===== config.mk =====
export PLATFORM = sky130hd
export DESIGN_NAME = uart_tx_bit_sequencer
export DESIGN_NICKNAME = d
export VERILOG_FILES = /design/src/rtl/uart_tx_bit_sequencer.sv
export SDC_FILE = /design/constraint.sdc
export NUM_CORES = 1
export LEC_CHECK = 0
export ABC_AREA = 0
export CORE_ASPECT_RATIO = 1.2
export CORE_MARGIN = 3
export CORE_UTILIZATION = 58
export CTS_BUF_LIST = sky130_fd_sc_hd__clkbuf_4 sky130_fd_sc_hd__clkbuf_8
export CTS_CLUSTER_SIZE = 40
export DETAILED_ROUTE_END_ITERATION = 8
export PLACE_DENSITY = 0.82
export SLEW_MARGIN = 30
export SYNTH_ARGS = -nofsm -noshare
export SYNTH_HDL_FRONTEND = slang
export SYNTH_SLANG_ARGS = --single-unit

===== constraint.sdc =====
create_clock -name CLK -period 3.05 [get_ports CLK]
set_input_delay 0.305 -clock CLK [delete_from_list [all_inputs] [get_ports CLK]]
set_output_delay 0.305 -clock CLK [all_outputs]
set_load 0.005 [all_outputs]

===== src/rtl/uart_tx_bit_sequencer.sv =====
// rtl/uart_tx_bit_sequencer.sv - UART Tx bit-timing and frame sequencer
module uart_tx_bit_sequencer #(
    parameter  int DATA_WIDTH     = 8,
    parameter  int PRESCALE_WIDTH = 16,
    localparam int IDX_WIDTH      = $clog2(DATA_WIDTH)
) (
    input  logic                      CLK,
    input  logic                      RST,
    input  logic                      Start,
    input  logic [PRESCALE_WIDTH-1:0] Prescale,
    input  logic                      Par_En,
    input  logic                      Two_Stop,
    output logic                      Busy,
    output logic [1:0]                Bit_Sel,
    output logic [IDX_WIDTH-1:0]      Bit_Index,
    output logic                      Shift_En,
    output logic                      Done
);

    typedef enum logic [2:0] {
        S_IDLE,
        S_START,
        S_DATA,
        S_PARITY,
        S_STOP
    } state_t;

    localparam logic [IDX_WIDTH-1:0] LAST_IDX = IDX_WIDTH'(DATA_WIDTH - 1);

    state_t                    state_q, state_d;
    logic [PRESCALE_WIDTH-1:0] baud_q, baud_d;
    logic [PRESCALE_WIDTH-1:0] p_m1_q, p_m1_d;
    logic [IDX_WIDTH-1:0]      idx_q, idx_d;
    logic                      stop_q, stop_d;
    logic                      par_q, par_d;
    logic                      two_q, two_d;

    logic                      bit_end;
    logic                      accept;
    logic [PRESCALE_WIDTH-1:0] p_in_m1;

    // Flat decode from registered state: Done/Shift_En never see the inputs
    always_comb begin
        bit_end   = (baud_q == '0);
        Busy      = (state_q != S_IDLE);
        Shift_En  = (state_q == S_DATA) && bit_end;
        Done      = (state_q == S_STOP) && bit_end && !stop_q;
        Bit_Index = idx_q;
        Bit_Sel   = 2'b00;
        case (state_q)
            S_START:  Bit_Sel = 2'b01;
            S_DATA:   Bit_Sel = 2'b10;
            S_PARITY: Bit_Sel = 2'b11;
            default:  Bit_Sel = 2'b00;
        endcase
        // A new frame is taken when idle or in the final cycle of a frame
        accept  = Start && ((state_q == S_IDLE) || Done);
        // Prescale of 0 behaves as 1, so the reload value saturates at 0
        p_in_m1 = (Prescale == '0) ? '0 : Prescale - 1'b1;
    end

    // Next-state and counter logic for the frame walk
    always_comb begin
        state_d = state_q;
        baud_d  = baud_q;
        p_m1_d  = p_m1_q;
        idx_d   = idx_q;
        stop_d  = stop_q;
        par_d   = par_q;
        two_d   = two_q;

        if (accept) begin
            state_d = S_START;
            baud_d  = p_in_m1;
            p_m1_d  = p_in_m1;
            par_d   = Par_En;
            two_d   = Two_Stop;
            idx_d   = '0;
            stop_d  = 1'b0;
        end else begin
            case (state_q)
                S_START: begin
                    if (bit_end) begin
                        state_d = S_DATA;
                        baud_d  = p_m1_q;
                        idx_d   = '0;
                    end else begin
                        baud_d = baud_q - 1'b1;
                    end
                end
                S_DATA: begin
                    if (bit_end) begin
                        baud_d = p_m1_q;
                        if (idx_q != LAST_IDX) begin
                            idx_d = idx_q + 1'b1;
                        end else if (par_q) begin
                            state_d = S_PARITY;
                        end else begin
                            state_d = S_STOP;
                            stop_d  = two_q;
                        end
                    end else begin
                        baud_d = baud_q - 1'b1;
                    end
                end
                S_PARITY: begin
                    if (bit_end) begin
                        state_d = S_STOP;
                        baud_d  = p_m1_q;
                        stop_d  = two_q;
                    end else begin
                        baud_d = baud_q - 1'b1;
                    end
                end
                S_STOP: begin
                    if (bit_end) begin
                        if (stop_q) begin
                            // First of two stop bits finished; run the second
                            stop_d = 1'b0;
                            baud_d = p_m1_q;
                        end else begin
                            state_d = S_IDLE;
                        end
                    end else begin
                        baud_d = baud_q - 1'b1;
                    end
                end
                default: begin
                    state_d = S_IDLE;
                end
            endcase
        end
    end

    // State and counter registers; async reset discards any frame in flight
    always_ff @(posedge CLK or negedge RST) begin
        if (!RST) begin
            state_q <= S_IDLE;
            baud_q  <= '0;
            p_m1_q  <= '0;
            idx_q   <= '0;
            stop_q  <= 1'b0;
            par_q   <= 1'b0;
            two_q   <= 1'b0;
        end else begin
            state_q <= state_d;
            baud_q  <= baud_d;
            p_m1_q  <= p_m1_d;
            idx_q   <= idx_d;
            stop_q  <= stop_d;
            par_q   <= par_d;
            two_q   <= two_d;
        end
    end

endmodule


# --- Word level (Yosys, flattened, before mapping) ---
# Index checks and enable logic that the tools add are counted.
totals:
  reg_bits: 41
  input_bits: 21
  output_inout_bits: 8
  word_cells: 70
classes:
  addsub: 3
  n_eq_ne: 14
  mux: 28
  n_reduce_logical: 18
op_table:
  columns: ["op", "n"]
  rows:
  - ["16-bit 2-to-1 mux", 5]
  - ["3-bit 2-to-1 mux", 12]
  - ["16-bit zero test", 2]
  - ["16-bit one-hot mux with 2 select lines", 1]
  - ["16-bit by 1-bit subtractor with 16-bit output, second input constant", 2]
  - ["3-bit != test, second input constant", 8]
  - ["3-bit one-hot mux with 4 select lines", 1]
  - ["6-bit AND reduction", 2]
  - ["3-bit nonzero test", 3]
  - ["3-bit by 2-bit == test with 1-bit output, second input constant", 2]
  - ["1-bit 2-to-1 mux", 6]
  - ["2-bit one-hot mux with 3 select lines", 1]
  - ["3-bit one-hot mux with 2 select lines", 1]
  - ["1-bit logical AND", 4]
  - ["4-bit != test, second input constant", 1]
  - ["4-bit AND reduction", 1]
  - ["4-bit nonzero test", 1]
  - ["3-bit by 1-bit adder with 3-bit output, second input constant", 1]
  - ["3-bit by 1-bit == test with 1-bit output, second input constant", 1]
  - ["3-bit == test, second input constant", 1]
  - ["3-bit zero test", 1]
  - ["3-bit by 2-bit != test with 1-bit output, second input constant", 1]
  - ["1-bit one-hot mux with 3 select lines", 1]
  - ["3-bit OR reduction", 1]
  - ["other kinds (3)", 3]

# --- Longest topological paths before layout ---
logic_depth:
  depth_word: 7
  ltp_mapped: 9
  ltp_nobuf: 8

# --- Least setup slack after synthesis ---
# OpenSTA, ideal clock, no wires.
synth_timing:
  kind: "reg2reg"
  startpoint: "register baud_q[0]"
  endpoint: "register baud_q[13]"
  setup_ps: 126
  t_arrival_ps: 2400
  required_ps: 2924
  slack_ps: 524
  stages_incl_launch_ff: 9
  n_path_buf: 0
  synth_period_minus_slack_ps: 2526
  path_cell_list: "dfrtp_1 inv_1 ha_1 or4b_2 or4_4 o21bai_4 o211a_4 nor2_2 a221o_1"
synth_between:
  elab_chain_cells: 7
  elab_cells_between_ends: 13
  classes_between: "add/sub (1); eq/ne (1); mux (4); reduce/logical (7)"
synth_rtl:
  columns: ["element", "line", "source"]
  rows:
  - ["start, declared", "31", "logic [PRESCALE_WIDTH-1:0] baud_q, baud_d;"]
  - ["start signal, assigned", "147", "baud_q <= baud_d;"]
  - ["branches (longest 7 deep; another with 16-bit by 1-bit subtractor with 16-bit output)", null, null]
# Several ways; the timed one is not identified.
# A chain may end at the register's enable or synchronous reset.

# --- Final worst setup path ---
layout_timing:
  startpoint: "register baud_q[7]"
  endpoint: "output Shift_En"
layout_between:
  elab_chain_cells: 2
layout_rtl:
  columns: ["element", "line", "source"]
  rows:
  - ["16-bit zero test", "44", "bit_end = (baud_q == '0);"]
  - ["1-bit logical AND", "46", "Shift_En = (state_q == S_DATA) && bit_end;"]
  - ["end, declared", "16", "output logic Shift_En,"]
# No other way between the ends.

==> summary.txt <==
STA
  • Slew @ Worst Pin: 722 ps
  • Slew Limit Fails: 0
  • Post-route clock period utilization: 0.963
  • Hold_ws: -19.8 ps
  • Final Hold Fails: 41
  • Clock Skew: 8.43 ps
  • Final setup vio count: 0
  • Tmin final: 2940 ps
  • Maximum clock rate: 340 MHz
  • TNS Setup: 0 ps
  • Worst slew margin: 0.519

Place
  • Gpl congestion: about 0.90
  • Port-buffer cells: 28
  • Dpl hpwl: 4440 um
  • Inst Count DP: between 300 and 400

Synth
  • Syn nets: 323
  • Seq/Total Area, Yosys: 0.397
  • YS warnings: 0
  • Mapped cell area: 2580 sq um
  • Synth unique cells: 55
  • Post-synth top flop: dfrtp_1
  • Syn Area/Cell: 8.69 sq um
  • Seq cells post-synth: 41
  • Share of flip-flops with an asynchronous set or reset: 1.00
  • Cells after Synth: 297
  • EDFF count, synth: 0

Flow run
  • Max-Cap Viols: 0

Status
  • Outcome: finished, violations left
  • Failing checks: negative hold slack

Clock network
  • Clock transition at path regs: 80 ps
  • Clock latency on the worst-skew pair: roughly 290 ps
  • TritonCTS buffer count: 5
  • CTS tree: done
  • CTS Buffer Depth: 2
  • Hold_buf cts: 0
  • Post_cts resized: 0
  • H-Tree Level Count: 2
  • Post-CTS Setup Repair Bufs: 0
  • Root Driver: clkbuf_8
  • Clock Sinks: 41

Floorplan
  • Core Region: 4100 sq um
  • Cell Rows: 25
  • Height of the chip: approximately 79 um
  • Die W: 66.9 um
  • Die ar.: 5290 sq um
  • I/O Pins: 29
  • Initial Util: 0.630

Hold path
  • Worst Hold Class: primary input to async pin

Detailed routing
  • First-pass DRT Iterations: 4
  • Drt via density: 6.19
  • 1st-iter DRT viols: 194
  • Top sig layer: met4
  • Met2 wire length: 3120 um
  • DR WL met3: 372 um
  • DRC: 0
  • Via count: ~2400
  • WL per Instance: 16.3 um
  • Final WL: approximately 6200 um
  • Met1 wire length: 2480 um
  • Routed Antenna Nets: 0

Setup path
  • Cell Chain, Critical Path: or4_4 > nor4_1 > buf_4 > and2_1 > nand2_2 > nor2_1 > clkdlybuf4s50_1
  • R2R depth: 9
  • Critical path arrival: 2630 ps
  • R2r startpoint: baud_q[0]
  • Crit path launch type: register
  • Worst reg-to-reg setup slack: ~250 ps
  • CP max FO: 6
  • Critical path endpoint category: primary output
  • WP data required: 2740 ps
  • Critical-path top delay cell: or4_4
  • Critical path class: register to primary output
  • Worst path max stage delay: 600 ps
  • Reg-to-reg critical path endpoint: baud_q[10]

Layout
  • Nets: 352
  • Layout area overhead: 18.4%
  • Post-route insts no fill: around 380
  • Layout cells sized above 1: 0.107
  • Antenna fix cells: 0
  • Fill count: 314

Global routing
  • Initial antenna violation count: 0
  • Global route overflow: 0
  • Vias in the first global route: roughly 2300
  • GR Util All Layers: 0.258
  • Global-route wire length before repair: 10500 um
  • Largest net degree at the start of global routing: 42

Power and ir drop
  • VDD IR max: 356 uV
  • Leak Pwr: 1.26 nW
  • Total power divided by cell area: 641 nW/um^2
[worst max-delay path, delay by kind of cell, from the launching register on]
family / cells / cell delay (ps)
buffers and inverters: 2 / 680
and+or+nand+nor: 5 / 1220
DFF: 1 / 440
[cells by family after synthesis]
| group | Yosys count | synth area share |
|---|---|---|
| AND/OR/NAND/NOR | 116 | 0.217 |
| buffers and inverters | 25 | 0.0431 |
| adder cells (fa/ha/maj) | 5 | 0.0242 |
| AO/OA/AOI/OAI | 86 | 0.234 |
| flip-flops | 41 | 0.397 |
| multiplexers | 3 | 0.0126 |
| XOR/XNOR | 21 | 0.0713 |
[how the worst max path moves through the flow]
stage	slack, ps	cells past startpoint	from	endpoint
3_3_place_gp	320	6	Prescale[10]	baud_q[3]
4_1_cts	60	7	baud_q[7]	Shift_En
6_report	110	7	baud_q[7]	Shift_En
2_1_floorplan	520	8	baud_q[0]	baud_q[13]
3_5_place_dp	290	6	Prescale[9]	baud_q[3]
5_1_grt	-0.5	7	baud_q[7]	Shift_En
[area by class of cell]
class,instances,area (sq um),area share
clock buffers,7,90.1,0.0295
multi-input cells,231,1460,0.476
repair buffers,38,353,0.115
clock inverters,1,30.0,0.00983
flip-flops and latches,41,1030,0.336
well taps,54,67.6,0.0221
inverters,9,33.8,0.0111
[flip-flops by register name, indices dropped and copies added (netlist names)]
register and flops:
state_q 3, two_q 1, stop_q 1, baud_q 16, par_q 1, Bit_Index 3, p_m1_q 16
[power breakdown]
group	internal (mW)	total (mW)	switching, mW
clock network	0.276	0.461	0.186
logic	0.315	0.629	0.313
registers	0.695	0.868	0.173
total	1.29	1.96	0.672
[cell usage after synthesis, types with 5 or more instances]
library cell | number | area (sq um)
o211ai_1 | 9 | 67.6
ha_1 | 5 | 62.6
o21ai_0 | 22 | 110
or3_1 | 8 | 50.1
inv_1 | 9 | 33.8
buf_2 | 5 | 25.0
a21oi_1 | 10 | 50.1
xor2_1 | 11 | 96.3
xnor2_1 | 10 | 87.6
nor4_1 | 7 | 43.8
o31ai_1 | 5 | 37.5
dfrtp_1 | 41 | 1030
nand2_1 | 38 | 143
nor2_1 | 33 | 124
nor3_1 | 8 | 40.0
clkbuf_1 | 9 | 33.8
[placed cells by master (no fill, tap or decap), types with 2 or more instances in the layout]
cell type,count
dfrtp_1,41
nand2_1,38
nor2_1,33
clkdlybuf4s50_1,27
o21ai_0,22
xor2_1,11
buf_4,11
xnor2_1,10
inv_1,9
a21oi_1,9
o211ai_1,9
or3_1,8
nor3_1,8
nor4_1,7
clkbuf_8,6
o31ai_1,5
ha_1,5
a21o_1,4
o21ai_1,4
a31oi_1,4
a22o_1,4
a221o_1,4
or4_4,3
o22ai_1,3
nand3_1,3
nand2b_1,2
or4_1,2
nor3b_1,2
mux2_2,2
o21a_1,2
a2bb2oi_1,2
o41ai_1,2
[stage by stage]
step                      utilization  area [sq um]  setup slack (ps)  total power [mW]
after global routing            0.746          3060            -0.473              2.09
final                           0.746          3060               112              1.96
after detailed placement        0.714          2930               291              1.47
after global placement          0.714          2930               317              1.45
after floorplan                     -          2580               524              1.29
after CTS                       0.743          3050              58.9              1.94
[per-layer routing]
metal  up-vias  GRT usage
li1       1135          -
met1      1103      0.325
met2        97      0.433
met3        23     0.0481
met4         0     0.0994
met5         -          0
Power figures use the tool's default switching activity.
